`src/rtl/set_assoc_cache.sv`:
```
// rtl/set_assoc_cache.sv - N-way set-associative write-back, write-allocate data cache
// One-word lines, true LRU through per-way ages, registered CPU and memory outputs.
module set_assoc_cache #(
  parameter int ADDRESS_WIDTH = 32,
  parameter int DATA_WIDTH    = 32,
  parameter int SET_WIDTH     = 2,
  parameter int WAYS          = 2,
  parameter int COUNTER_WIDTH = 16
) (
  input  logic                     clk_i,
  input  logic                     rst_i,
  input  logic                     cpu_req_i,
  input  logic                     cpu_wen_i,
  input  logic [ADDRESS_WIDTH-1:0] cpu_addr_i,
  input  logic [DATA_WIDTH-1:0]    cpu_wdata_i,
  output logic [DATA_WIDTH-1:0]    cpu_rdata_o,
  output logic                     cpu_done_o,
  output logic                     mem_req_o,
  output logic                     mem_wen_o,
  output logic [ADDRESS_WIDTH-1:0] mem_addr_o,
  output logic [DATA_WIDTH-1:0]    mem_wdata_o,
  input  logic [DATA_WIDTH-1:0]    mem_rdata_i,
  input  logic                     mem_ack_i,
  output logic [COUNTER_WIDTH-1:0] hit_count_o,
  output logic [COUNTER_WIDTH-1:0] miss_count_o
);
  localparam int SETS      = 1 << SET_WIDTH;
  localparam int TAG_WIDTH = ADDRESS_WIDTH - SET_WIDTH - 2;
  localparam int WAY_W     = $clog2(WAYS);

  typedef enum logic [2:0] {IDLE, LOOKUP, WRITEBACK, FILL, RESPOND} state_t;
  state_t state_q, state_d;

  logic [ADDRESS_WIDTH-3:0] addr_q;
  logic                     wen_q;
  logic [DATA_WIDTH-1:0]    wdata_q;
  logic [WAY_W-1:0]         victim_q;

  logic [WAYS-1:0]       valid_q [SETS];
  logic [WAYS-1:0]       dirty_q [SETS];
  logic [WAY_W-1:0]      age_q   [SETS][WAYS];
  logic [TAG_WIDTH-1:0]  tag_q   [SETS][WAYS];
  logic [DATA_WIDTH-1:0] data_q  [SETS][WAYS];

  logic                     done_q, mem_req_q, mem_wen_q;
  logic [DATA_WIDTH-1:0]    rdata_q, mem_wdata_q;
  logic [ADDRESS_WIDTH-1:0] mem_addr_q;
  logic [COUNTER_WIDTH-1:0] hit_cnt_q, miss_cnt_q;

  logic [SET_WIDTH-1:0] set_idx;
  logic [TAG_WIDTH-1:0] req_tag;
  logic                 ack, unused_addr_lsbs;
  logic                 hit, vic_found;
  logic [WAY_W-1:0]     hit_way, vic_way;

  logic                  touch_en, install_en, install_dirty, wr_hit_en, inv_en, hit_inc, miss_inc;
  logic [WAY_W-1:0]      touch_way, install_way;
  logic [DATA_WIDTH-1:0] install_data;

  assign set_idx          = addr_q[SET_WIDTH-1:0];
  assign req_tag          = addr_q[ADDRESS_WIDTH-3:SET_WIDTH];
  assign ack              = mem_ack_i & mem_req_q;
  assign unused_addr_lsbs = ^cpu_addr_i[1:0];

  always_comb begin
    hit       = 1'b0;
    hit_way   = '0;
    vic_found = 1'b0;
    vic_way   = '0;
    for (int w = 0; w < WAYS; w++) begin
      if (valid_q[set_idx][w] && tag_q[set_idx][w] == req_tag) begin
        hit     = 1'b1;
        hit_way = WAY_W'(w);
      end
    end
    // Descending scan so the lowest-index invalid way wins.
    for (int w = WAYS - 1; w >= 0; w--) begin
      if (!valid_q[set_idx][w]) begin
        vic_found = 1'b1;
        vic_way   = WAY_W'(w);
      end
    end
    if (!vic_found) begin
      for (int w = 0; w < WAYS; w++) begin
        if (age_q[set_idx][w] == WAY_W'(WAYS - 1)) vic_way = WAY_W'(w);
      end
    end
  end

  always_comb begin
    state_d       = state_q;
    touch_en      = 1'b0;
    touch_way     = hit_way;
    install_en    = 1'b0;
    install_way   = victim_q;
    install_dirty = 1'b1;
    install_data  = wdata_q;
    wr_hit_en     = 1'b0;
    inv_en        = 1'b0;
    hit_inc       = 1'b0;
    miss_inc      = 1'b0;
    case (state_q)
      IDLE: if (cpu_req_i && !done_q) state_d = LOOKUP;
      LOOKUP: begin
        if (hit) begin
          hit_inc   = 1'b1;
          touch_en  = 1'b1;
          wr_hit_en = wen_q;
          state_d   = RESPOND;
        end else begin
          miss_inc = 1'b1;
          if (valid_q[set_idx][vic_way] && dirty_q[set_idx][vic_way]) begin
            state_d = WRITEBACK;
          end else if (wen_q) begin
            install_en  = 1'b1;
            install_way = vic_way;
            touch_en    = 1'b1;
            touch_way   = vic_way;
            state_d     = RESPOND;
          end else begin
            state_d = FILL;
          end
        end
      end
      WRITEBACK: begin
        if (ack) begin
          inv_en = 1'b1;
          if (wen_q) begin
            install_en = 1'b1;
            touch_en   = 1'b1;
            touch_way  = victim_q;
            state_d    = RESPOND;
          end else begin
            state_d = FILL;
          end
        end
      end
      FILL: begin
        if (ack) begin
          install_en    = 1'b1;
          install_dirty = 1'b0;
          install_data  = mem_rdata_i;
          touch_en      = 1'b1;
          touch_way     = victim_q;
          state_d       = RESPOND;
        end
      end
      RESPOND: state_d = IDLE;
      default: state_d = IDLE;
    endcase
  end

  always_ff @(posedge clk_i or posedge rst_i) begin
    if (rst_i) begin
      state_q     <= IDLE;
      addr_q      <= '0;
      wen_q       <= 1'b0;
      wdata_q     <= '0;
      victim_q    <= '0;
      done_q      <= 1'b0;
      rdata_q     <= '0;
      mem_req_q   <= 1'b0;
      mem_wen_q   <= 1'b0;
      mem_addr_q  <= '0;
      mem_wdata_q <= '0;
      hit_cnt_q   <= '0;
      miss_cnt_q  <= '0;
      for (int s = 0; s < SETS; s++) begin
        valid_q[s] <= '0;
        dirty_q[s] <= '0;
        for (int w = 0; w < WAYS; w++) age_q[s][w] <= WAY_W'(w);
      end
    end else begin
      state_q <= state_d;
      done_q  <= (state_d == RESPOND);
      if (state_q == IDLE && state_d == LOOKUP) begin
        addr_q  <= cpu_addr_i[ADDRESS_WIDTH-1:2];
        wen_q   <= cpu_wen_i;
        wdata_q <= cpu_wdata_i;
      end
      if (miss_inc) victim_q <= vic_way;
      if (state_q == LOOKUP && hit && !wen_q) rdata_q <= data_q[set_idx][hit_way];
      if (state_q == FILL && ack) rdata_q <= mem_rdata_i;
      // Memory outputs only move on entry to a memory state, or drop after the ack.
      if (state_d == WRITEBACK && state_q != WRITEBACK) begin
        mem_req_q   <= 1'b1;
        mem_wen_q   <= 1'b1;
        mem_addr_q  <= {tag_q[set_idx][vic_way], set_idx, 2'b00};
        mem_wdata_q <= data_q[set_idx][vic_way];
      end else if (state_d == FILL && state_q != FILL) begin
        mem_req_q  <= 1'b1;
        mem_wen_q  <= 1'b0;
        mem_addr_q <= {addr_q, 2'b00};
      end else if (ack) begin
        mem_req_q <= 1'b0;
      end
      if (hit_inc && hit_cnt_q != '1) hit_cnt_q <= hit_cnt_q + 1'b1;
      if (miss_inc && miss_cnt_q != '1) miss_cnt_q <= miss_cnt_q + 1'b1;
      if (inv_en) valid_q[set_idx][victim_q] <= 1'b0;
      if (install_en) begin
        valid_q[set_idx][install_way] <= 1'b1;
        dirty_q[set_idx][install_way] <= install_dirty;
      end
      if (wr_hit_en) dirty_q[set_idx][hit_way] <= 1'b1;
      if (touch_en) begin
        for (int w = 0; w < WAYS; w++) begin
          if (age_q[set_idx][w] < age_q[set_idx][touch_way])
            age_q[set_idx][w] <= age_q[set_idx][w] + 1'b1;
        end
        age_q[set_idx][touch_way] <= '0;
      end
    end
  end

  always_ff @(posedge clk_i) begin
    if (install_en) begin
      tag_q[set_idx][install_way]  <= req_tag;
      data_q[set_idx][install_way] <= install_data;
    end
    if (wr_hit_en) data_q[set_idx][hit_way] <= wdata_q;
  end

  assign cpu_done_o   = done_q;
  assign cpu_rdata_o  = rdata_q;
  assign mem_req_o    = mem_req_q;
  assign mem_wen_o    = mem_wen_q;
  assign mem_addr_o   = mem_addr_q;
  assign mem_wdata_o  = mem_wdata_q;
  assign hit_count_o  = hit_cnt_q;
  assign miss_count_o = miss_cnt_q;
endmodule

```
`config.mk`:
```
export PLATFORM = sky130hd
export DESIGN_NAME = set_assoc_cache
export DESIGN_NICKNAME = d
export VERILOG_FILES = /design/src/rtl/set_assoc_cache.sv
export SDC_FILE = /design/constraint.sdc
export NUM_CORES = 1
export LEC_CHECK = 0
export CORE_MARGIN = 2
export CORE_UTILIZATION = 53
export DETAILED_ROUTE_END_ITERATION = 10
export HOLD_SLACK_MARGIN = 0.05
export MAX_ROUTING_LAYER = met4
export PLACE_DENSITY = 0.82
export SKIP_CTS_REPAIR_TIMING = 1
export SLEW_MARGIN = 5
export SYNTH_ARGS = -nofsm -noshare
export SYNTH_HDL_FRONTEND = slang
export SYNTH_SLANG_ARGS = --single-unit
```
`constraint.sdc`:
```
create_clock -name clk_i -period 17.5 [get_ports clk_i]
set_input_delay 2.625 -clock clk_i [delete_from_list [all_inputs] [get_ports clk_i]]
set_output_delay 2.625 -clock clk_i [all_outputs]
set_load 0.005 [all_outputs]
```
### Word-level counts from Yosys, hierarchy flattened

Memories as Yosys holds them, arrays and structs flattened.
Cells that the tools add are included.

* add/subtract/negate cells: 4
* magnitude comparators: 18
* equal/unequal tests: 13
* mux-type cells: 186
* bitwise logic cells: 76
* reductions and logical operators: 25

Operator list (number)
* $mux W32: 14
* $mux W64: 2
* $mux W1: 117
* $mux W28: 4
* $demux W32 S1: 2
* $mux W8: 8
* $or A1 B1 Y1: 64
* $eq A28 B28 Y1: 2
* $mux W56: 1
* $add A16 B1 Y16 const B: 2
* $ne A16 B16 Y1 const B: 2
* $demux W28 S1: 1
* $bwmux W8: 3
* $demux W2 S2: 6
* $mux W2: 11
* $logic_and A1 B1 Y1: 19
* $mux W3: 6
* $and A8 B8 Y8: 2
* $not A8 Y8: 2
* $or A8 B8 Y8: 2
* $bmux W2 S2: 3
* $eq A3 B2 Y1 const B: 4
* $pmux W3 S4: 1
* $pmux W1 S3: 3
* 19 further kinds: 41

* flip-flop bits (word level): 222
* RAM bits: 480
* input bits: 101
* output and inout port bits: 131
* word-level logic and storage cells: 353
* memories kept: 2

Memory list
* data_q: words 4, width 64, rd ports 1, clocked after Yosys merged registers in 0, wr ports 1, line 43 `logic [DATA_WIDTH-1:0] data_q [SETS][WAYS];`
* tag_q: words 4, width 56, rd ports 1, clocked after Yosys merged registers in 0, wr ports 1, line 42 `logic [TAG_WIDTH-1:0] tag_q [SETS][WAYS];`

### Longest topological paths before layout

Gate-level depths: netlist of run 1.

* word-level depth: 26
* depth in mapped cells: 15
* mapped depth without buffers: 10

### Least setup slack after synthesis of run 1

No wires, ideal clock.

* path kind: input port to flip-flop
* from: input port mem_ack_i
* to: memory data_q[0][32] (netlist name), enable pin
* library setup time: 421 ps
* arrival time: 4852 ps
* required time: 17079 ps
* path slack: 12227 ps
* stages on the path: 5
* buffers on the path: 0
* cells stage by stage: and2_1 o21ai_0 or3_1 a22o_1 nor2_1

* longest elaborated chain between the ends: 6
* elaborated cells on any way between the ends: 7
* classes of those cells: mux (5); bitwise (2)

Ends and longest elaborated chain
* start, declared: line 23 `input logic mem_ack_i,`
* $and A1 B1 Y1 *: line 62 `assign ack = mem_ack_i & mem_req_q;`
* $mux W1 (on tied branches): line 139, 126
* $pmux W1 S3 *: line 102 `case (state_q)`
* $mux W1 *: line 216 `if (install_en) begin`
* $mux W64 (implied by the code) *: line 218 `data_q[set_idx][install_way] <= install_data;`
* $or A1 B1 Y1 (no line) *
* end, declared: line 43

Mark *: on every way between the ends. The rest lies on a longest branch, timed or not.

### Worst setup path after layout of run 1

* from: register addr_q[1]
* to: register mem_wdata_q[25] (netlist: mem_wdata_o[25])

* longest elaborated chain between the ends: 17
* elaborated cells on any way between the ends: 38
* classes of those cells: eq/ne (3); mux (27); bitwise (2); reduce/logical (4); memory (2)

Ends and longest elaborated chain
* start, declared: line 34 `logic [ADDRESS_WIDTH-3:0] addr_q;`
* start signal, assigned: line 177 `addr_q <= cpu_addr_i[ADDRESS_WIDTH-1:2];`
* $not A2 Y3 (implied by the code)
* $bmux W2 S2: line 71, 78, 112
* $mux W2 (implied by the code) (2 in a row): line 71, 78, 112
* $mux W1 (2 in a row): line 78 `if (!valid_q[set_idx][w]) begin`
* $mux W1 (2 in a row): line 85 `if (age_q[set_idx][w] == WAY_W'(WAYS - 1)) vic_way = WAY_W'(w);`
* $mux W1: line 83 `if (!vic_found) begin`
* $mux W1 (implied by the code) (2 in a row): line 112 `if (valid_q[set_idx][vic_way] && dirty_q[set_idx][vic_way]) begin`
* $logic_and A1 B1 Y1: line 112
* $mux W3: line 112
* $mux W3: line 105 `if (hit) begin`
* $pmux W3 S4: line 102
* $eq A3 B2 Y1: line 185 `if (state_d == WRITEBACK && state_q != WRITEBACK) begin`
* $logic_and A1 B1 Y1: line 185
* end signal, assigned: line 189 `mem_wdata_q <= data_q[set_idx][vic_way];`
* end, declared: line 46 `logic [DATA_WIDTH-1:0] rdata_q, mem_wdata_q;`

Several ways; a longest one is shown, not always the timed one. The select of a mux whose other input is x is not followed.
A chain may end at the register's enable or synchronous reset.

==> impl_metrics.env, run 1 <==
export IMPL_first_iter_violations=1501
export IMPL_avgRoutedWirePerCell_um=24.7
export IMPL_root_buffer="clkbuf_16"
export IMPL_vdd_ir_drop_max_v=0.000120
export IMPL_place_congestion=0.838
export IMPL_tightest_slew_ps=1280
export IMPL_synth_seq_area_share=0.665
export IMPL_final_setup_viol_count=0
export IMPL_fin_crit_ps=6040
export IMPL_hold_class="reg2reg"
export IMPL_start_util=0.533
export IMPL_max_freq_ghz=0.166
export IMPL_area_growth_pct=17.9
export IMPL_clkLatencyLatePin_ps=620
export IMPL_synth_edff_count=480
export IMPL_netlist_instances=1848
export IMPL_worstPathRequired_ps=17960
export IMPL_grtUsageTotal=0.252
export IMPL_hpwl_um=41400
export IMPL_p_per_area_nw_per_um2=191
export IMPL_vias=17700
export IMPL_path_max_fanout=70
export IMPL_syn_area_um2=29900
export IMPL_whs_ps=484
export IMPL_clock_sinks=700
export IMPL_clockBufferDepth=3
export IMPL_clkSlewWorstSetupHoldPaths_ps=60
export IMPL_drcViolationCount=0
export IMPL_muxShareOfSynthArea=0.191
export IMPL_synth_adder_area_share=0.000836
export IMPL_synthXorXnorAreaFrac=0.0222
export IMPL_core_area_um2=56200
export IMPL_setup_tns_ps=0
export IMPL_portBuffers=227
export IMPL_p_leak_uw=0.0127
export IMPL_synth_avg_cell_area_um2=16.2
export IMPL_firstDrtPassIters=5
export IMPL_cap_violations=0
export IMPL_drt_total_wl_um=71400
export IMPL_antenna_left=0
export IMPL_synth_simple_area_share=0.0434
export IMPL_tritoncts="built"
export IMPL_synth_yosys_warnings=0
export IMPL_criticalPathCategory="reg2reg"
export IMPL_fp_row_count=87
export IMPL_placed_cell_area_um2=33000
export IMPL_power_uw=6740
export IMPL_grt_antenna_before_repair=3
export IMPL_numCtsBuffers=72
export IMPL_fin_area_um2=35300
export IMPL_overflow=0
export IMPL_synth_ff_type="edfxtp_1"
export IMPL_grt_pass1_wl_um=110000
export IMPL_die_w_um=242
export IMPL_grt_max_degree=116
export IMPL_drive_gt1_frac=0.200
export IMPL_period_share=0.345
export IMPL_maxSlewViolCount=0
export IMPL_rsz0062_at_grt="no"
export IMPL_synth_top_family_by_area="multiplexers"
export IMPL_crit_path_end_kind="register"
export IMPL_relSlewSlack=0.146
export IMPL_async_flop_share=0.314
export IMPL_hold_viol_final=0
export IMPL_fp_dieH_um=242
export IMPL_ios=232
export IMPL_synth_compound_area_frac=0.0580
export IMPL_grt_pass1_vias=18500
export IMPL_clock_skew_ps=26.8
export IMPL_status="finished, final reports clean"
export IMPL_die_area_um2=58400
export IMPL_synth_cell_type_count=67
export IMPL_htree_levels=3
export IMPL_layout_nets=2175
export IMPL_synth_seq_cells=700
export IMPL_via_per_inst=6.13
export IMPL_startpoint_type="register"
export IMPL_critPathArrivalTime_ps=6500
[worst paths after layout]
check	start	slack, ps	cells after the start	end
max	addr_q[1]$_DFFE_PP0P_	11460	12	mem_wdata_o[25]$_DFFE_PP0N_
min reg2reg	miss_count_o[7]$_DFFE_PP0P_	480	1	miss_count_o[7]$_DFFE_PP0P_
min	miss_count_o[7]$_DFFE_PP0P_	480	1	miss_count_o[7]$_DFFE_PP0P_
min in group asynchronous	rst_i	2560	2	cpu_rdata_o[9]$_DFFE_PP0P_
max in group asynchronous	rst_i	13490	3	mem_addr_o[28]$_DFFE_PP0P_
max reg2reg	addr_q[1]$_DFFE_PP0P_	11460	12	mem_wdata_o[25]$_DFFE_PP0N_
[placed cells by master, fill, tap and decap left out, types with 6 or more instances in the layout]
cell / synthesis / routed
clkinv_1: 0 / 13
nor3_1: 9 / 9
o2bb2ai_1: 28 / 28
xnor2_1: 46 / 46
dfrtp_1: 216 / 214
inv_2: 1 / 6
mux2i_1: 126 / 126
o22ai_1: 7 / 7
a211oi_1: 11 / 11
xor2_1: 30 / 30
and2_1: 7 / 7
clkdlybuf4s50_1: 0 / 227
and3_1: 6 / 6
nor2_1: 38 / 27
mux2_2: 109 / 109
inv_1: 26 / 16
a21oi_1: 70 / 69
nand2_1: 186 / 186
edfxtp_1: 480 / 480
clkbuf_16: 0 / 73
a2bb2oi_1: 32 / 32
buf_4: 7 / 30
nor2_2: 1 / 8
clkbuf_1: 61 / 19
clkinv_2: 0 / 13
nand4_1: 8 / 8
o21ai_0: 42 / 41
clkbuf_8: 0 / 7
nor4_1: 8 / 8
mux4_2: 142 / 142
o21ai_1: 19 / 19
nand3_1: 16 / 15
[logic make-up (layout without fill, tap and decap cells)]
kind of cell,after synthesis,after routing
AOI/OAI and AO/OA,256,256
xor gates and xnor gates,76,76
adders and majority gates,2,2
buffers and inverters,135,417
DFF,700,700
muxes,379,379
other,1,5
and+or+nand+nor,299,299
[power by group]
part           switching (µW)  internal, µW
Sequential                347          2340
Combinational            1360          1210
Clock                     640           836
[sequential cells by signal, indices dropped and copies added, names as in the netlist]
name / flops
mem_wdata_o: 32
mem_req_o: 1
victim_q: 1
mem_addr_o: 30
cpu_rdata_o: 32
hit_count_o: 16
wdata_q: 32
age_q: 8
dirty_q: 8
cpu_done_o: 1
miss_count_o: 16
addr_q: 30
data_q: 256
state_q: 3
tag_q: 224
wen_q: 1
mem_wen_o: 1
valid_q: 8
[Yosys cell counts, drive strengths merged (6+ instances only)]
cell type | n | area, µm²
mux2 | 111 | 1250
buf | 47 | 249
dfrtp | 216 | 5410
nand3 | 16 | 80.1
nand4 | 8 | 50.1
xnor2 | 46 | 403
a22oi | 6 | 45.0
inv | 27 | 101
clkbuf | 61 | 229
a21oi | 70 | 350
xor2 | 30 | 263
mux4 | 142 | 3200
nor2 | 39 | 149
and2 | 8 | 50.1
nor4 | 8 | 50.1
mux2i | 126 | 1260
o21ai | 62 | 314
nand2 | 186 | 698
edfxtp | 480 | 14400
and3 | 6 | 37.5
a2bb2oi | 32 | 280
o2bb2ai | 28 | 245
a211oi | 11 | 82.6
nor3 | 10 | 55.1
o22ai | 7 | 43.8
[through the flow]
step	setup WS (ps)	std cells	util
CTS	11450	2887	0.628
global route	11120	2890	0.628
global placement	11540	2754	0.588
finish	11460	2890	0.628
detailed placement	11470	2754	0.588
floorplan	8860	1849	-
[per-layer routing]
metal | global-route usage | vias to the layer above | wire length (µm) | share of wire
li1 | - | 7622 | - | -
met1 | 0.328 | 9185 | 28500 | 0.40
met2 | 0.399 | 767 | 35600 | 0.50
met3 | 0.0528 | 143 | 5180 | 0.073
met4 | 0.0835 | 0 | 2000 | 0.028
met5 | - | - | 0 | 0
[critical path, stage by stage, from the launching register on]
cell and delay, ps:
dfrtp_4 940, buf_4 900, mux2_2 440, a222oi_1 380
a41o_1 220, o2111a_1 260, nand4_1 380, o21a_2 360
a21oi_4 140, buf_4 740, and2_1 430, buf_4 440
a21oi_1 150
[area by class of cell]
class	count	area, µm²
clock inverters	34	283
well taps	756	946
diodes	3	7.51
repair buffers	257	2500
multi-input cells	1014	9530
inverters	27	109
flip-flops and latches	700	19900
fillers	3947	20900
clock buffers	99	1990
(Power assumes the default switching activity.)
==> run 2: changes to the inputs <==
--- a/config.mk
+++ b/config.mk
@@ -10,7 +10,7 @@
 export DETAILED_ROUTE_END_ITERATION = 10
 export HOLD_SLACK_MARGIN = 0.05
 export MAX_ROUTING_LAYER = met4
-export PLACE_DENSITY = 0.82
+export PLACE_DENSITY = 0.85
 export SKIP_CTS_REPAIR_TIMING = 1
 export SLEW_MARGIN = 5
 export SYNTH_ARGS = -nofsm -noshare
==> constraint.sdc (replaced) <==
create_clock -name clk_i -period 5.29 [get_ports clk_i]
set_input_delay 0.7935 -clock clk_i [delete_from_list [all_inputs] [get_ports clk_i]]
set_output_delay 0.7935 -clock clk_i [all_outputs]
set_load 0.005 [all_outputs]
==> run 2 against run 1 <==
- clock-buffer cell count fell by 1
- first-iteration DRC count increased by 21%
- total power rose to 3.4 times the previous value
- worst setup slack got worse by 11000 ps
- non-clock buffer count grew 15
- critical path type unchanged
- highest routed layer unchanged
==> impl_metrics.env, run 2 (synthesis results as in run 1) <==
export IMPL_area_growth_pct=19.8
export IMPL_dp_cells=2769
export IMPL_root_buffer="clkbuf_16"
export IMPL_vdd_ir_drop_max_v=0.000717
export IMPL_fin_crit_ps=4820
export IMPL_layout_commonest_cell="edfxtp_1"
export IMPL_cap_violations=0
export IMPL_numCtsBuffers=73
export IMPL_clock_skew_ps=38.8
export IMPL_hold_viol_final=0
export IMPL_critPathArrivalTime_ps=5370
export IMPL_final_setup_viol_count=0
export IMPL_drcViolationCount=0
export IMPL_layout_common_cells="edfxtp_1 (480), clkdlybuf4s50_1 (227), dfrtp_1 (214)"
export IMPL_clkSlewWorstSetupHoldPaths_ps=60
export IMPL_top_regs="data_q (256), tag_q (224)"
export IMPL_slowest_stage="dfrtp_4"
export IMPL_die_w_um=242
export IMPL_crit_buf_inv=4
export IMPL_antenna_left=0
export IMPL_preCtsSetupSlack_ps=526
export IMPL_relSlewSlack=0.196
export IMPL_drive_gt1_frac=0.204
export IMPL_core_area_um2=56200
export IMPL_p_per_area_nw_per_um2=639
export IMPL_grt_pass1_wl_um=113000
export IMPL_htree_levels=3
export IMPL_drt_total_wl_um=73600
export IMPL_nFillCells=3817
export IMPL_path_cells="buf_4 -> buf_4 -> mux4_2 -> o31ai_1 -> a311oi_1 -> o2111a_1 -> nand4_1 -> o21a_2 -> a32oi_2 -> inv_2 -> buf_4 -> a21oi_1 -> a21oi_1"
export IMPL_regMostFlops="data_q"
export IMPL_rsz0062_at_grt="no"
export IMPL_via_per_inst=6.27
export IMPL_portBuffers=227
export IMPL_grtUsageTotal=0.260
export IMPL_whs_ps=497
export IMPL_first_iter_violations=1819
export IMPL_hpwl_um=43500
export IMPL_setup_tns_ps=0
export IMPL_die_area_um2=58400
export IMPL_avgRoutedWirePerCell_um=25.3
export IMPL_firstDrtPassIters=6
export IMPL_fp_row_count=87
export IMPL_status="finished, final reports clean"
export IMPL_fin_ws_ps=468
export IMPL_startpoint_type="register"
export IMPL_tritoncts="built"
export IMPL_cp_top_family="compound AO/OA/AOI/OAI gates"
export IMPL_ios=232
export IMPL_clock_sinks=700
export IMPL_hold_class="reg2reg"
export IMPL_start_util=0.533
export IMPL_overflow=0
export IMPL_path_max_fanout=61
export IMPL_grt_max_degree=144
export IMPL_criticalPathCategory="reg2reg"
export IMPL_place_congestion=0.859
export IMPL_crit_path_end_kind="register"
export IMPL_fp_dieH_um=242
export IMPL_largest_register_ffs=256
export IMPL_max_freq_ghz=0.207
export IMPL_layout_nets=2191
export IMPL_clockBufferDepth=3
export IMPL_tightest_slew_ps=1200
export IMPL_p_leak_uw=0.0130
export IMPL_max_stage_delay_ps=1010
export IMPL_grt_antenna_before_repair=2
export IMPL_final_cells=2907
export IMPL_vias=18200
export IMPL_worstPathRequired_ps=5830
export IMPL_clkLatencyLatePin_ps=640
export IMPL_period_share=0.912
export IMPL_maxSlewViolCount=0
export IMPL_final_core_util=0.639
export IMPL_path_common_cell="buf_4"
export IMPL_grt_pass1_vias=19100
[run 2: power by group]
part           internal, µW  switching [µW]  total, µW
registers              7730            1180       8920
clock network          3100            2200       5290
logic                  4130            4590       8730
total                 15000            7970      22900
[run 2: path summary, 6_finish.rpt]
kind,start,to,slack (ps),depth (start not counted)
worst max-delay path,addr_q[0]$_DFFE_PP0P_,mem_wdata_o[15]$_DFFE_PP0N_,470,13
worst min-delay path,mem_addr_o[2]$_DFFE_PP0P_,mem_addr_o[2]$_DFFE_PP0P_,500,1
worst max register to register,addr_q[0]$_DFFE_PP0P_,mem_wdata_o[15]$_DFFE_PP0N_,470,13
worst min register to register,mem_addr_o[2]$_DFFE_PP0P_,mem_addr_o[2]$_DFFE_PP0P_,500,1
max in group asynchronous,rst_i,addr_q[0]$_DFFE_PP0P_,3760,3
min in group asynchronous,rst_i,mem_wdata_o[12]$_DFFE_PP0N_,670,3
[run 2: area by class of cell]
cell class,count,area (µm²),area share
Antenna cell,2,5.00,0.000139
Multi-Input combinational cell,1014,9530,0.266
Sequential cell,700,19900,0.556
Clock buffer,98,2000,0.0558
Clock inverter,38,495,0.0138
Inverter,27,105,0.00293
Tap cell,756,946,0.0264
Timing Repair Buffer,272,2860,0.0797
[run 2: worst register-to-register path: stages, from the launching register on]
cell and delay, ps:
dfrtp_4 1010, buf_4 380, buf_4 250, mux4_2 610
o31ai_1 130, a311oi_1 80, o2111a_1 190, nand4_1 310
o21a_2 360, a32oi_2 200, inv_2 90, buf_4 660
a21oi_1 270, a21oi_1 210
[run 2: layer usage]
layer	global-route usage	share of wire
met3	0.0514	0.085
met2	0.424	0.51
met5	-	0
met4	0.0879	0.029
met1	0.328	0.38
[run 2: through the flow]
step	cell area [µm²]	total power [µW]
global placement	33400	17200
finish	35900	22900
global route	35900	23900
floorplan	30000	14400
detailed placement	33400	17600
CTS	35900	23000
